$ cat src/rtl/i2s_tx_master_sequencer.sv
`default_nettype none
// ============================================================================
// Module : i2s_tx_master_sequencer
// I2S transmit master: one-frame holding buffer feeding an MSB-first serialiser.
// Rev    : 1.0
// ============================================================================
module i2s_tx_master_sequencer #(
  parameter int DATA_WIDTH   = 8,
  parameter int MAXIMUM_SIZE = 4,
  parameter int SCLK_HALF    = 2
) (
  input  logic                                 clk,
  input  logic                                 rst,
  input  logic                                 frame_valid_i,
  output logic                                 frame_ready_o,
  input  logic [DATA_WIDTH*MAXIMUM_SIZE-1:0]   left_i,
  input  logic [DATA_WIDTH*MAXIMUM_SIZE-1:0]   right_i,
  input  logic [1:0]                           num_bits_i,
  input  logic                                 mono_i,
  output logic                                 sclk_o,
  output logic                                 ws_o,
  output logic                                 sd_o,
  output logic [2:0]                           state_o,
  output logic                                 frame_done_o,
  output logic                                 underrun_o
);

  localparam int W  = DATA_WIDTH * MAXIMUM_SIZE;
  localparam int CW = $clog2(2 * W + 2);
  localparam int HW = (SCLK_HALF > 1) ? $clog2(SCLK_HALF) : 1;

  localparam logic [2:0] S_RST_DEACT = 3'd0;
  localparam logic [2:0] S_RST_ACT   = 3'd1;
  localparam logic [2:0] S_IDLE      = 3'd2;
  localparam logic [2:0] S_LEFT      = 3'd3;
  localparam logic [2:0] S_RIGHT     = 3'd4;

  logic [2:0]    state_q, state_d;
  logic          buf_full_q, buf_full_d;
  logic [W-1:0]  buf_left_q, buf_left_d, buf_right_q, buf_right_d;
  logic [1:0]    buf_code_q, buf_code_d;
  logic          buf_mono_q, buf_mono_d;
  logic [W-1:0]  sh_left_q, sh_left_d, sh_right_q, sh_right_d;
  logic [1:0]    code_q, code_d;
  logic [CW-1:0] fall_q, fall_d;
  logic [HW-1:0] cnt_q, cnt_d;
  logic          sclk_q, sclk_d, ws_q, ws_d, sd_q, sd_d;
  logic          done_q, done_d, und_q, und_d;

  logic          w_active, w_tick, w_fall, w_start;
  logic [CW-1:0] w_n, w_2n, w_k;
  logic [W-1:0]  w_left_al, w_right_al;

  // Move the N used bits of a sample to the top so the shifter always emits bit W-1.
  function automatic logic [W-1:0] align_msb(input logic [W-1:0] d, input logic [1:0] code);
    logic [W-1:0] r;
    case (code)
      2'd0:    r = d << (W - 8);
      2'd1:    r = d << (W - 16);
      2'd2:    r = d << (W - 24);
      default: r = d << (W - 32);
    endcase
    return r;
  endfunction

  assign w_active   = (state_q == S_LEFT) || (state_q == S_RIGHT);
  assign w_tick     = w_active && (cnt_q == HW'(SCLK_HALF - 1));
  assign w_fall     = w_tick && sclk_q;
  assign w_start    = (state_q == S_IDLE) && buf_full_q;
  assign w_n        = CW'({code_q, 3'b000}) + CW'(8);
  assign w_2n       = w_n << 1;
  assign w_k        = fall_q + CW'(1);
  assign w_left_al  = align_msb(buf_left_q, buf_code_q);
  assign w_right_al = buf_mono_q ? '0 : align_msb(buf_right_q, buf_code_q);

  always_ff @(posedge clk or posedge rst) begin
    if (rst) state_q <= S_RST_ACT;
    else     state_q <= state_d;
  end

  always_comb begin
    state_d = state_q;
    case (state_q)
      S_RST_ACT:   state_d = S_RST_DEACT;
      S_RST_DEACT: state_d = S_IDLE;
      S_IDLE:      if (buf_full_q) state_d = S_LEFT;
      S_LEFT:      if (w_fall && (w_k == w_n + CW'(1))) state_d = S_RIGHT;
      S_RIGHT:     if (w_fall && (w_k == w_2n + CW'(1))) state_d = buf_full_q ? S_LEFT : S_IDLE;
      default:     state_d = S_IDLE;
    endcase
  end

  always_comb begin
    frame_ready_o = ~buf_full_q && (state_q != S_RST_ACT) && (state_q != S_RST_DEACT);
    state_o       = state_q;
  end

  always_comb begin
    buf_full_d  = buf_full_q;
    buf_left_d  = buf_left_q;
    buf_right_d = buf_right_q;
    buf_code_d  = buf_code_q;
    buf_mono_d  = buf_mono_q;
    sh_left_d   = sh_left_q;
    sh_right_d  = sh_right_q;
    code_d      = code_q;
    fall_d      = fall_q;
    cnt_d       = cnt_q;
    sclk_d      = sclk_q;
    ws_d        = ws_q;
    sd_d        = sd_q;
    done_d      = 1'b0;
    und_d       = 1'b0;
    if (w_start) begin
      sh_left_d  = w_left_al;
      sh_right_d = w_right_al;
      code_d     = buf_code_q;
      buf_full_d = 1'b0;
      fall_d     = '0;
      cnt_d      = '0;
      sclk_d     = 1'b0;
      ws_d       = 1'b0;
      sd_d       = 1'b0;
    end else if (w_active) begin
      if (w_tick) begin
        cnt_d  = '0;
        sclk_d = ~sclk_q;
      end else begin
        cnt_d  = cnt_q + HW'(1);
      end
      if (w_fall) begin
        fall_d = w_k;
        if (w_k <= w_n) begin
          sd_d      = sh_left_q[W-1];
          sh_left_d = sh_left_q << 1;
          if (w_k == w_n) ws_d = 1'b1;
        end else if (w_k <= w_2n) begin
          sd_d       = sh_right_q[W-1];
          sh_right_d = sh_right_q << 1;
          if (w_k == w_2n) begin
            ws_d   = 1'b0;
            done_d = 1'b1;
          end
        end else if (buf_full_q) begin
          // Gapless hand-over: this fall is already fall 1 of the next frame.
          sd_d       = w_left_al[W-1];
          sh_left_d  = w_left_al << 1;
          sh_right_d = w_right_al;
          code_d     = buf_code_q;
          buf_full_d = 1'b0;
          fall_d     = CW'(1);
        end else begin
          sd_d   = 1'b0;
          cnt_d  = '0;
          fall_d = '0;
          und_d  = 1'b1;
        end
      end
    end
    if (frame_valid_i && frame_ready_o) begin
      buf_full_d  = 1'b1;
      buf_left_d  = left_i;
      buf_right_d = right_i;
      buf_code_d  = num_bits_i;
      buf_mono_d  = mono_i;
    end
  end

  always_ff @(posedge clk or posedge rst) begin
    if (rst) begin
      buf_full_q  <= 1'b0;
      buf_left_q  <= '0;
      buf_right_q <= '0;
      buf_code_q  <= '0;
      buf_mono_q  <= 1'b0;
      sh_left_q   <= '0;
      sh_right_q  <= '0;
      code_q      <= '0;
      fall_q      <= '0;
      cnt_q       <= '0;
      sclk_q      <= 1'b0;
      ws_q        <= 1'b0;
      sd_q        <= 1'b0;
      done_q      <= 1'b0;
      und_q       <= 1'b0;
    end else begin
      buf_full_q  <= buf_full_d;
      buf_left_q  <= buf_left_d;
      buf_right_q <= buf_right_d;
      buf_code_q  <= buf_code_d;
      buf_mono_q  <= buf_mono_d;
      sh_left_q   <= sh_left_d;
      sh_right_q  <= sh_right_d;
      code_q      <= code_d;
      fall_q      <= fall_d;
      cnt_q       <= cnt_d;
      sclk_q      <= sclk_d;
      ws_q        <= ws_d;
      sd_q        <= sd_d;
      done_q      <= done_d;
      und_q       <= und_d;
    end
  end

  assign sclk_o       = sclk_q;
  assign ws_o         = ws_q;
  assign sd_o         = sd_q;
  assign frame_done_o = done_q;
  assign underrun_o   = und_q;

endmodule
`default_nettype wire

$ cat config.mk
export PLATFORM = sky130hd
export DESIGN_NAME = i2s_tx_master_sequencer
export DESIGN_NICKNAME = d
export VERILOG_FILES = /design/src/rtl/i2s_tx_master_sequencer.sv
export SDC_FILE = /design/constraint.sdc
export NUM_CORES = 1
export LEC_CHECK = 0
export ABC_CLOCK_PERIOD_IN_PS = 6400
export CORE_ASPECT_RATIO = 1.2
export CORE_MARGIN = 2
export CORE_UTILIZATION = 45
export CTS_CLUSTER_SIZE = 24
export DETAILED_ROUTE_END_ITERATION = 8
export PLACE_DENSITY = 0.76
export SLEW_MARGIN = 20
export SYNTH_ARGS = -nofsm -noshare
export SYNTH_HDL_FRONTEND = slang
export SYNTH_SLANG_ARGS = --single-unit
$ cat constraint.sdc
create_clock -name clk -period 6.4 [get_ports clk]
set_clock_uncertainty 0.2 [all_clocks]
set_input_delay 1.92 -clock clk [delete_from_list [all_inputs] [get_ports clk]]
set_output_delay 1.92 -clock clk [all_outputs]
set_load 0.01 [all_outputs]
### Word-level counts from Yosys, hierarchy flattened

Index checks and enable logic that the tools add are counted.

* register bits: 150
* latch bits: 0
* memory bits (writable): 0
* bits in read-only memories: 0
* input bits: 70
* output and inout bits: 9
* word-level logic and storage cells: 147
* memories kept: 0

* add/subtract/negate cells: 5
* multiply operators: 0
* div/mod/pow operators: 0
* order comparisons: 2
* eq/ne operators: 20
* shift operators: 0
* muxes and demuxes: 73
* bitwise operators: 2
* reduce and logical (&&, ||, !) cells: 29

Operators with widths (number)
* $mux W32: 13
* $pmux W32 S3: 2
* $mux W1: 43
* $mux W7: 5
* $eq A7 B7 Y1: 3
* $reduce_bool A3 Y1: 7
* $add A7 B1 Y7 const B: 2
* $mux W2: 6
* $pmux W3 S4: 1
* $reduce_and A4 Y1: 3
* $reduce_and A5 Y1: 2
* $mux W3: 3
* $ne A3 B2 Y1 const B: 3
* $logic_and A1 B1 Y1: 8
* $reduce_bool A2 Y1: 4
* $add A6 B1 Y7 const B: 1
* $eq A7 B6 Y1: 1
* $le A7 B6 Y1: 1
* $le A7 B7 Y1: 1
* $add A5 B4 Y6 const B: 1
* $eq A3 B2 Y1 const B: 2
* $ne A2 B2 Y1 const B: 3
* $ne A2 B1 Y1 const B: 2
* $reduce_and A2 Y1: 2
* other kinds (11): 12

### Longest topological paths before layout

* depth after elaboration: 10
* depth in mapped cells: 13

### Worst setup path before layout

OpenSTA, ideal clock, no wires.

* path kind: input to register
* from: input frame_valid_i
* to: register buf_right_q[10]
* library setup time: 0.125 ns
* data arrival time: 2.944 ns
* required time: 6.075 ns
* setup slack: 3.131 ns
* stages: 4
* cells stage by stage: nand2_1 buf_2 buf_1 mux2_2

* word-level cells in the longest chain between the ends: 1

RTL lines
* from (decl): line 14 `input logic frame_valid_i,`
* $logic_and A1 B1 Y1: line 160 `if (frame_valid_i && frame_ready_o) begin`
* to (signal assigned): line 189 `buf_right_q <= buf_right_d;`
* to (decl): line 40 `logic [W-1:0] buf_left_q, buf_left_d, buf_right_q, buf_right_d;`

No other way between the ends.
A chain may end at the register's enable or synchronous reset.

### Final worst setup path

* from: register fall_q[1]
* to: register sh_left_q[20]

* word-level cells in the longest chain between the ends: 6
* elaborated cells on any way between the ends: 10
* classes of those cells: 1 x add/sub; 2 x order compare; 1 x eq/ne; 4 x mux; 2 x reduce/logical

RTL lines
* from (decl): line 45 `logic [CW-1:0] fall_q, fall_d;`
* from (signal assigned): line 195 `fall_q <= fall_d;`
* $add A7 B1 Y7 *: line 72 `assign w_k = fall_q + CW'(1);`
* $le A7 B6 Y1: line 133 `if (w_k <= w_n) begin`
* $mux W32: line 133
* $mux W32: line 131 `if (w_fall) begin`
* $mux W32: line 124 `end else if (w_active) begin`
* $mux W32: line 114 `if (w_start) begin`
* to (signal assigned): line 192 `sh_left_q <= sh_left_d;`
* to (decl): line 43 `logic [W-1:0] sh_left_q, sh_left_d, sh_right_q, sh_right_d;`

Every way passes the cells marked *; elsewhere a longest branch is shown, timed or not. The select of a mux whose other input is x is not followed.

==> flow_metrics.env <==
export IMPL_cts_tree="done"
export IMPL_drt_iter0_drc=538
export IMPL_power_density_mw_per_mm2=311
export IMPL_overflow=0
export IMPL_die_h_um=154
export IMPL_fp_row_count=54
export IMPL_ys_seq_area_frac=0.448
export IMPL_hold_depth=1
export IMPL_crit_path_end_kind="flip-flop"
export IMPL_cp_common_cell="ha_1"
export IMPL_synth_area_mm2=0.00839
export IMPL_tightest_slew_ps=998
export IMPL_cp_arrival_ps=4370
export IMPL_finalWeightedCongestion=0.846
export IMPL_async_reset_ff_frac=1.00
export IMPL_cp_depth=12
export IMPL_setup_slack_ps=2100
export IMPL_fillers=1557
export IMPL_hp_class="flip-flop to flip-flop"
export IMPL_io_buffers=78
export IMPL_synthCells=754
export IMPL_grt_max_degree=94
export IMPL_setup_viol=0
export IMPL_dieArea_mm2=0.0198
export IMPL_peakVddDrop_uv=165
export IMPL_critPathLaunchType="flip-flop"
export IMPL_synth_cell_types=68
export IMPL_crit_family="compound AO/OA/AOI/OAI gates"
export IMPL_cts_setup_buffers=0
export IMPL_cts_sink_count=150
export IMPL_htreeDepth=4
export IMPL_path_buf_inv=1
export IMPL_dr_pass1_iters=5
export IMPL_crit_chain="ha_1, nand3_2, o21a_1, nor2_4, inv_1, ha_1, and3_1, nand2_1, o22a_1, o211ai_4, a21o_2, o221ai_1"
export IMPL_max_freq_mhz=233
export IMPL_leakage_nw=4.30
export IMPL_intPower_mw=2.02
export IMPL_ys_top_cells_by_area="dfrtp_1 (44%), mux2_2 (12%), mux2i_1 (5.4%), nand3_1 (3.3%), mux2_1 (3.1%)"
export IMPL_yosysWarnings=0
export IMPL_slew_violations=0
export IMPL_place_hpwl_mm=12.8
export IMPL_cts_root_buf="clkbuf_16"
export IMPL_criticalPathCategory="flip-flop to flip-flop"
export IMPL_worstRegToRegCells=12
export IMPL_finalHoldViolCount=0
export IMPL_avgSynthCellArea_um2=11.1
export IMPL_track_usage=0.205
export IMPL_antenna_cells=0
export IMPL_vias=6165
export IMPL_yosysTopAreaCell="dfrtp_1"
export IMPL_antenna_left=0
export IMPL_avgViaCountPerCell=5.92
export IMPL_syn_nets=833
export IMPL_synth_edf_count=0
export IMPL_wirelength_mm=19.1
export IMPL_finalSetupTns_ps=0
export IMPL_max_cap_violations=0
export IMPL_layout_nets=884
export IMPL_cts_clk_slew_worst_paths_ps=60
export IMPL_slowest_delay_ps=700
export IMPL_switching_share=0.341
export IMPL_post_cts_resized=0
export IMPL_syn_to_final_growth_pct=17.1
export IMPL_insertion_delay_ps=430
export IMPL_grt_pass1_vias=6273
export IMPL_coreArea_mm2=0.0182
export IMPL_drive_gt1_frac=0.224
export IMPL_grt_pass1_wl_mm=32.6
export IMPL_floorplan_initialDensity=0.460
export IMPL_rsz0062_at_grt="no"
export IMPL_synth_ff_latch_count=150
export IMPL_fp_dieW_um=129
export IMPL_crit_slowest_cell="a21o_2"
export IMPL_p_sw_mw=1.04
export IMPL_ys_flop_type="dfrtp_1"
export IMPL_pre_cts_slack_ps=2120
export IMPL_drc=0
export IMPL_worstPathRequired_ps=6470
export IMPL_comb_power_share=0.277
export IMPL_mostFrequentLayoutCell="dfrtp_1"
export IMPL_min_period_ps=4300
export IMPL_seqPwrFrac=0.419
export IMPL_numCtsBuffers=17
export IMPL_layout_common_cells="dfrtp_1 (148), mux2_2 (88), clkdlybuf4s50_1 (78)"
export IMPL_wl_per_cell_um=18.4
export IMPL_relSlewSlack=0.332
export IMPL_hold_buffers=0
export IMPL_cts_buffer_depth=2
export IMPL_synthDominantCellAreaShare=0.444
export IMPL_status="finished, final reports clean"
export IMPL_antenna_found_initial=0
export IMPL_io_pin_count=79
export IMPL_clkPwrFrac=0.305
export IMPL_fin_crit_sh=0.671
export IMPL_cp_max_fo=28
-- synth_stat cells, types with 5 or more instances --
| cell type | instances |
|---|---|
| a211o_1 | 9 |
| o31a_1 | 7 |
| mux2_4 | 7 |
| nand2_1 | 37 |
| o21ai_0 | 18 |
| nand3_1 | 56 |
| o211ai_2 | 8 |
| mux2i_1 | 45 |
| mux2_2 | 88 |
| nor4_1 | 6 |
| buf_2 | 11 |
| nor2_1 | 32 |
| dfrtp_1 | 149 |
| buf_1 | 12 |
| o221ai_2 | 11 |
| nand3b_1 | 8 |
| a22o_1 | 6 |
| nor2b_1 | 18 |
| a21oi_1 | 21 |
| a32o_1 | 9 |
| a22oi_1 | 8 |
| ha_1 | 9 |
| o31ai_1 | 11 |
| inv_1 | 31 |
| mux2_1 | 23 |
| a211oi_1 | 16 |
| clkbuf_1 | 25 |
| buf_4 | 5 |
-- cell type report --
| cell class | count | area, um^2 | share of cell area |
|---|---|---|---|
| inverter | 32 | 125 | 0.0127 |
| clock buffer | 17 | 425 | 0.0433 |
| multi-input combinational | 513 | 4240 | 0.431 |
| tap | 224 | 280 | 0.0285 |
| timing repair buffer | 91 | 886 | 0.0901 |
| sequential | 150 | 3760 | 0.382 |
| clock inverter | 15 | 121 | 0.0123 |
-- flip-flops by register name, indices dropped and copies added (netlist names), 2 cells and up --
| signal | cells |
|---|---|
| buf_code_q | 2 |
| buf_left_q | 32 |
| buf_right_q | 32 |
| code_q | 2 |
| fall_q | 7 |
| sh_left_q | 32 |
| sh_right_q | 32 |
| state_o | 3 |
-- metal layers --
metal	GRT usage	vias up	part of all wire
li1	-	2863	-
met1	0.282	3089	0.45
met2	0.324	178	0.48
met3	0.0341	35	0.040
met4	0.0833	0	0.025
met5	0	-	0
-- cell families (layout without fill, tap and decap cells) --
family          after synthesis  count (layout)  synth area share
simple gates                182             182             0.112
xor+xnor                      6               6           0.00805
mux                         163             163             0.215
fa+ha+maj                     9               9            0.0134
buf+inv                      91             155            0.0497
compound gates              153             153             0.154
flops                       150             150             0.448
-- metrics by stage --
step           instances  hold slack, ps  power, mW  cell area [um^2]   util
3_5_place_dp        1009             281       2.12              9270  0.508
5_1_grt             1042             304       3.21              9830  0.539
6_report            1042             293       3.06              9830  0.539
3_3_place_gp        1009             274       2.10              9270  0.508
2_1_floorplan        754             264       1.86              8390      -
4_1_cts             1041             296       3.06              9810  0.538
-- worst paths after layout --
check,from,end,slack (ps)
min,sh_right_q[1],sh_right_q[1],290
min in group asynchronous,rst,buf_left_q[25],1850
max in group asynchronous,rst,fall_q[0],3190
max,fall_q[1],sh_left_q[20],2100
min reg2reg,sh_right_q[1],sh_right_q[1],290
max reg2reg,fall_q[1],sh_left_q[20],2100
-- power groups by stage --
stage	combinational, mW	clock [mW]	sequential (mW)
3_3_place_gp	0.816	0	1.29
2_1_floorplan	0.661	0	1.20
3_5_place_dp	0.829	0	1.29
5_1_grt	0.926	0.991	1.30
6_report	0.846	0.933	1.28
4_1_cts	0.842	0.944	1.28
Note: power is estimated with default switching activity, not from simulation.
==> patch 1: new RTL, same settings <==
Take the reset off `buf_left_q`, `buf_right_q`, `sh_left_q` and `sh_right_q` and load them in a clocked block of their own.
--- a/src/rtl/i2s_tx_master_sequencer.sv
+++ b/src/rtl/i2s_tx_master_sequencer.sv
@@ -170,10 +170,6 @@
     if (rst) begin
       buf_full_q  <= 1'b0;
-      buf_left_q  <= '0;
-      buf_right_q <= '0;
       buf_code_q  <= '0;
       buf_mono_q  <= 1'b0;
-      sh_left_q   <= '0;
-      sh_right_q  <= '0;
       code_q      <= '0;
       fall_q      <= '0;
@@ -186,10 +182,6 @@
     end else begin
       buf_full_q  <= buf_full_d;
-      buf_left_q  <= buf_left_d;
-      buf_right_q <= buf_right_d;
       buf_code_q  <= buf_code_d;
       buf_mono_q  <= buf_mono_d;
-      sh_left_q   <= sh_left_d;
-      sh_right_q  <= sh_right_d;
       code_q      <= code_d;
       fall_q      <= fall_d;
@@ -203,4 +195,11 @@
   end
 
+  always_ff @(posedge clk) begin
+    buf_left_q  <= buf_left_d;
+    buf_right_q <= buf_right_d;
+    sh_left_q   <= sh_left_d;
+    sh_right_q  <= sh_right_d;
+  end
+
   assign sclk_o       = sclk_q;
   assign ws_o         = ws_q;
Function: no difference found for any inputs over 10 cycles, from zero or initial values and one cycle with rst high; that may be too few to reach the edited logic, so the function may still have changed.
==> patch 1 against the unedited design <==
Sequential cell count unchanged; area after synthesis down 14%; setup slack better by 510 ps; via count down 18%; combinational power down 48%; final area down 11%; count of clock-buffer cells in the layout up 1; wire length down 20%; total power down 16%.
==> patch 1: results (changes against the unedited design) <==
[route]
wl_per_cell_um=17.1  ; was 18.4 um
drt_iter0_drc=526  ; was 538

[logic_synthesis]
synthTopCellsByArea=edfxtp_1 (53%), dfrtp_1 (7.3%), nand2_1 (5.0%)  ; was dfrtp_1 (44%), mux2_2 (12%), mux2i_1 (5.4%)
ys_seq_area_frac=0.607  ; was 0.448
synthXorXnorAreaFrac=0.0112  ; was 0.00805
synth_edf_count=128  ; was 0
synthArstFlopShare=0.147  ; was 1.00
synthAdderAreaFrac=0.0155  ; was 0.0134
synth_mux_area_frac=0.0803  ; was 0.215
synth_nets=692  ; was 833

[run_status]
outcome=finished, final reports clean  ; unchanged

[final_layout]
fillers=1302  ; was 1557

[pwr]
p_sw_uw=690  ; was 1.04 mW
power_leakage_nw=3.29  ; was 4.30 nW
power_frac_clock=0.379  ; was 0.305
power_frac_seq=0.452  ; was 0.419
peakVddDrop_uv=179  ; was 165 uV

[grt]
grt_pass1_vias=4955  ; was 6273
grt_pass1_wl_mm=25.1  ; was 32.6 mm
gr-usage-met1=0.253  ; was 0.282
grt_start_max_net_pins=67  ; was 94

[placement]
place_ws_ps=2220  ; was 2120 ps
dpl.hpwl_mm=10.1  ; was 12.8 mm

[critical_path]
cp_slowest_cell=clkdlybuf4s50_1  ; was a21o_2
crit_start=state_o[1]  ; was fall_q[1]

## patch 1: metal layers
| layer | wire, um | vias to the layer above |
|---|---|---|
| li1 | - | 2399 |
| met1 | 6830 | 2459 |
| met2 | 7540 | 177 |
| met3 | 787 | 22 |
| met4 | 228 | 0 |
| met5 | 0 | - |
## patch 1: cells by family after synthesis
kind of cell,after synthesis
muxes,55
buffers and inverters,53
DFF,150
AOI/OAI and AO/OA,128
and+or+nand+nor,213
xor gates and xnor gates,5
adders and majority gates,9
## patch 1: area by class of cell
cell class / instances / area, um^2 / share of cell area
Multi-Input combinational cell: 410 / 2650 / 0.302
Tap cell: 208 / 260 / 0.0296
Sequential cell: 150 / 4400 / 0.501
Clock inverter: 14 / 149 / 0.0170
Inverter: 12 / 45.0 / 0.00513
Clock buffer: 18 / 429 / 0.0489
Timing Repair Buffer: 85 / 853 / 0.0972
## patch 1: through the flow
stage | cell area [um^2] | util | cells
after floorplan | 7240 | - | 613
after global placement | 8170 | 0.520 | 864
after detailed placement | 8170 | 0.520 | 864
after CTS | 8750 | 0.557 | 896
after global routing | 8780 | 0.559 | 897
final | 8780 | 0.559 | 897
## patch 1: worst paths after layout
kind / endpoint / slack, ps / cells after the start
max: frame_ready_o / 2610 / 3
min: sd_o / 320 / 2
max reg2reg: sh_left_q[0] / 2730 / 10
min reg2reg: sd_o / 320 / 2
max in group asynchronous: buf_code_q[0] / 3620 / 2
min in group asynchronous: sclk_o / 1790 / 2
## patch 1: worst register-to-register path: cells and delay by family (launching register included)
kind,cells,cell delay [ps]
AND/OR/NAND/NOR,3,460
adder cells (fa/ha/maj),2,560
AO/OA/AOI/OAI,3,960
buffers and inverters,1,410
XOR/XNOR,1,290
flip-flops,1,440
==> patch 2: new RTL, config.mk and constraints unchanged <==
Without the edit above. Set the parameter `SCLK_HALF` to 4 (it was 2).
--- a/src/rtl/i2s_tx_master_sequencer.sv
+++ b/src/rtl/i2s_tx_master_sequencer.sv
@@ -8,5 +8,5 @@
   parameter int DATA_WIDTH   = 8,
   parameter int MAXIMUM_SIZE = 4,
-  parameter int SCLK_HALF    = 2
+  parameter int SCLK_HALF    = 4
 ) (
   input  logic                                 clk,
Check against the original RTL: not equivalent (Yosys sat finds a counterexample within 10 cycles, from zero or initial values and one cycle with rst high).
==> patch 2 against the unedited design <==
Count of clock-buffer cells in the layout grew 2; combinational power decreased by 23%; total power fell by 3.5%; area after synthesis is 5.6% lower; final area shrank 4.5%; wire length decreased by 1.0%; sequential share of layout area grew 2.1 points; sequential cell count increased by 1; setup slack improved by 160 ps; critical path type unchanged; highest routed layer unchanged.
==> patch 2: results (changes against the unedited design) <==
[run_status]
outcome=finished, final reports clean  ; unchanged

[placement]
gp_congestion=0.824  ; was 0.846
placed_area_mm2=0.00882  ; was 0.00927 mm^2
dpl.hpwl_mm=12.8  ; about the same

[final_layout]
fin_area_mm2=0.00939  ; was 0.00983 mm^2
design.seq.count=151  ; was 150
multi_input_area_mm2=0.00384  ; was 0.00424 mm^2
sh_seq_area=0.403  ; was 0.382
clkCellAreaFrac=0.0612  ; was 0.0556
n_all_inverters=13  ; was 32
nNonClkBuffers=89  ; was 91
buf_share=0.0919  ; was 0.0901

[logic_synthesis]
synth_common_cells=dfrtp_1 (150), a21oi_1 (82), mux2_2 (73)  ; was dfrtp_1 (149), mux2_2 (88), nand3_1 (56)
synth_nets=857  ; was 833
netlist_instances=777  ; was 754
synthTopCellsByArea=dfrtp_1 (47%), mux2_2 (10%), a21oi_1 (5.2%)  ; was dfrtp_1 (44%), mux2_2 (12%), mux2i_1 (5.4%)
synth_mux_area_frac=0.156  ; was 0.215

[critical_path]
setup.reg_to_reg.worst_slack_ps=2260  ; was 2100 ps
crit_end=sh_left_q[21]  ; was sh_left_q[20]
critPathMaxFanout=55  ; was 28
rr_worst_depth=13  ; was 12
crit_start=fall_q[0]  ; was fall_q[1]

[pwr]
p_int_mw=2.02  ; about the same
power_leakage_nw=4.03  ; was 4.30 nW

[worst_hold_path]
min_to=sh_left_q[15]  ; was sh_right_q[1]
worst_hold_startpoint=sh_left_q[15]  ; was sh_right_q[1]

[timing]
hold_ws_ps=277  ; was 293 ps
fin_crit_sh=0.646  ; was 0.671
relSlewSlack=0.381  ; was 0.332

[route]
drt_iter0_drc=496  ; was 538

[grt]
grt_pass1_wl_mm=31.7  ; was 32.6 mm
grt_start_max_net_pins=84  ; was 94

[patch 2: cell count changes after synthesis, sizes merged, moves of 11 or more]
cell,change
mux2,-45
nor2,+36
o221ai,-16
nand2,+17
nor3,+20
a21oi,+61
inv,-19
nand3,-36
o211ai,-11
[patch 2: routing by layer]
layer / global-route usage / vias to the layer above / part of all wire / wire length [um]
met5: 0 / - / 0 / 0
met2: 0.351 / 215 / 0.49 / 9260
met3: 0.0323 / 30 / 0.049 / 926
met1: 0.285 / 3016 / 0.44 / 8390
li1: - / 2932 / - / -
met4: 0.0778 / 0 / 0.020 / 371
[patch 2: worst max-delay path, stage by stage (launching register included)]
cell and delay, ps:
dfrtp_1 380, ha_1 260, nand3_1 120, xnor2_1 280, ha_1 310, nand2_1 130
nor3b_1 70, a31oi_1 270, a21oi_4 80, buf_4 310, o21ai_2 780, buf_4 410
a2111oi_0 110, a221o_1 290
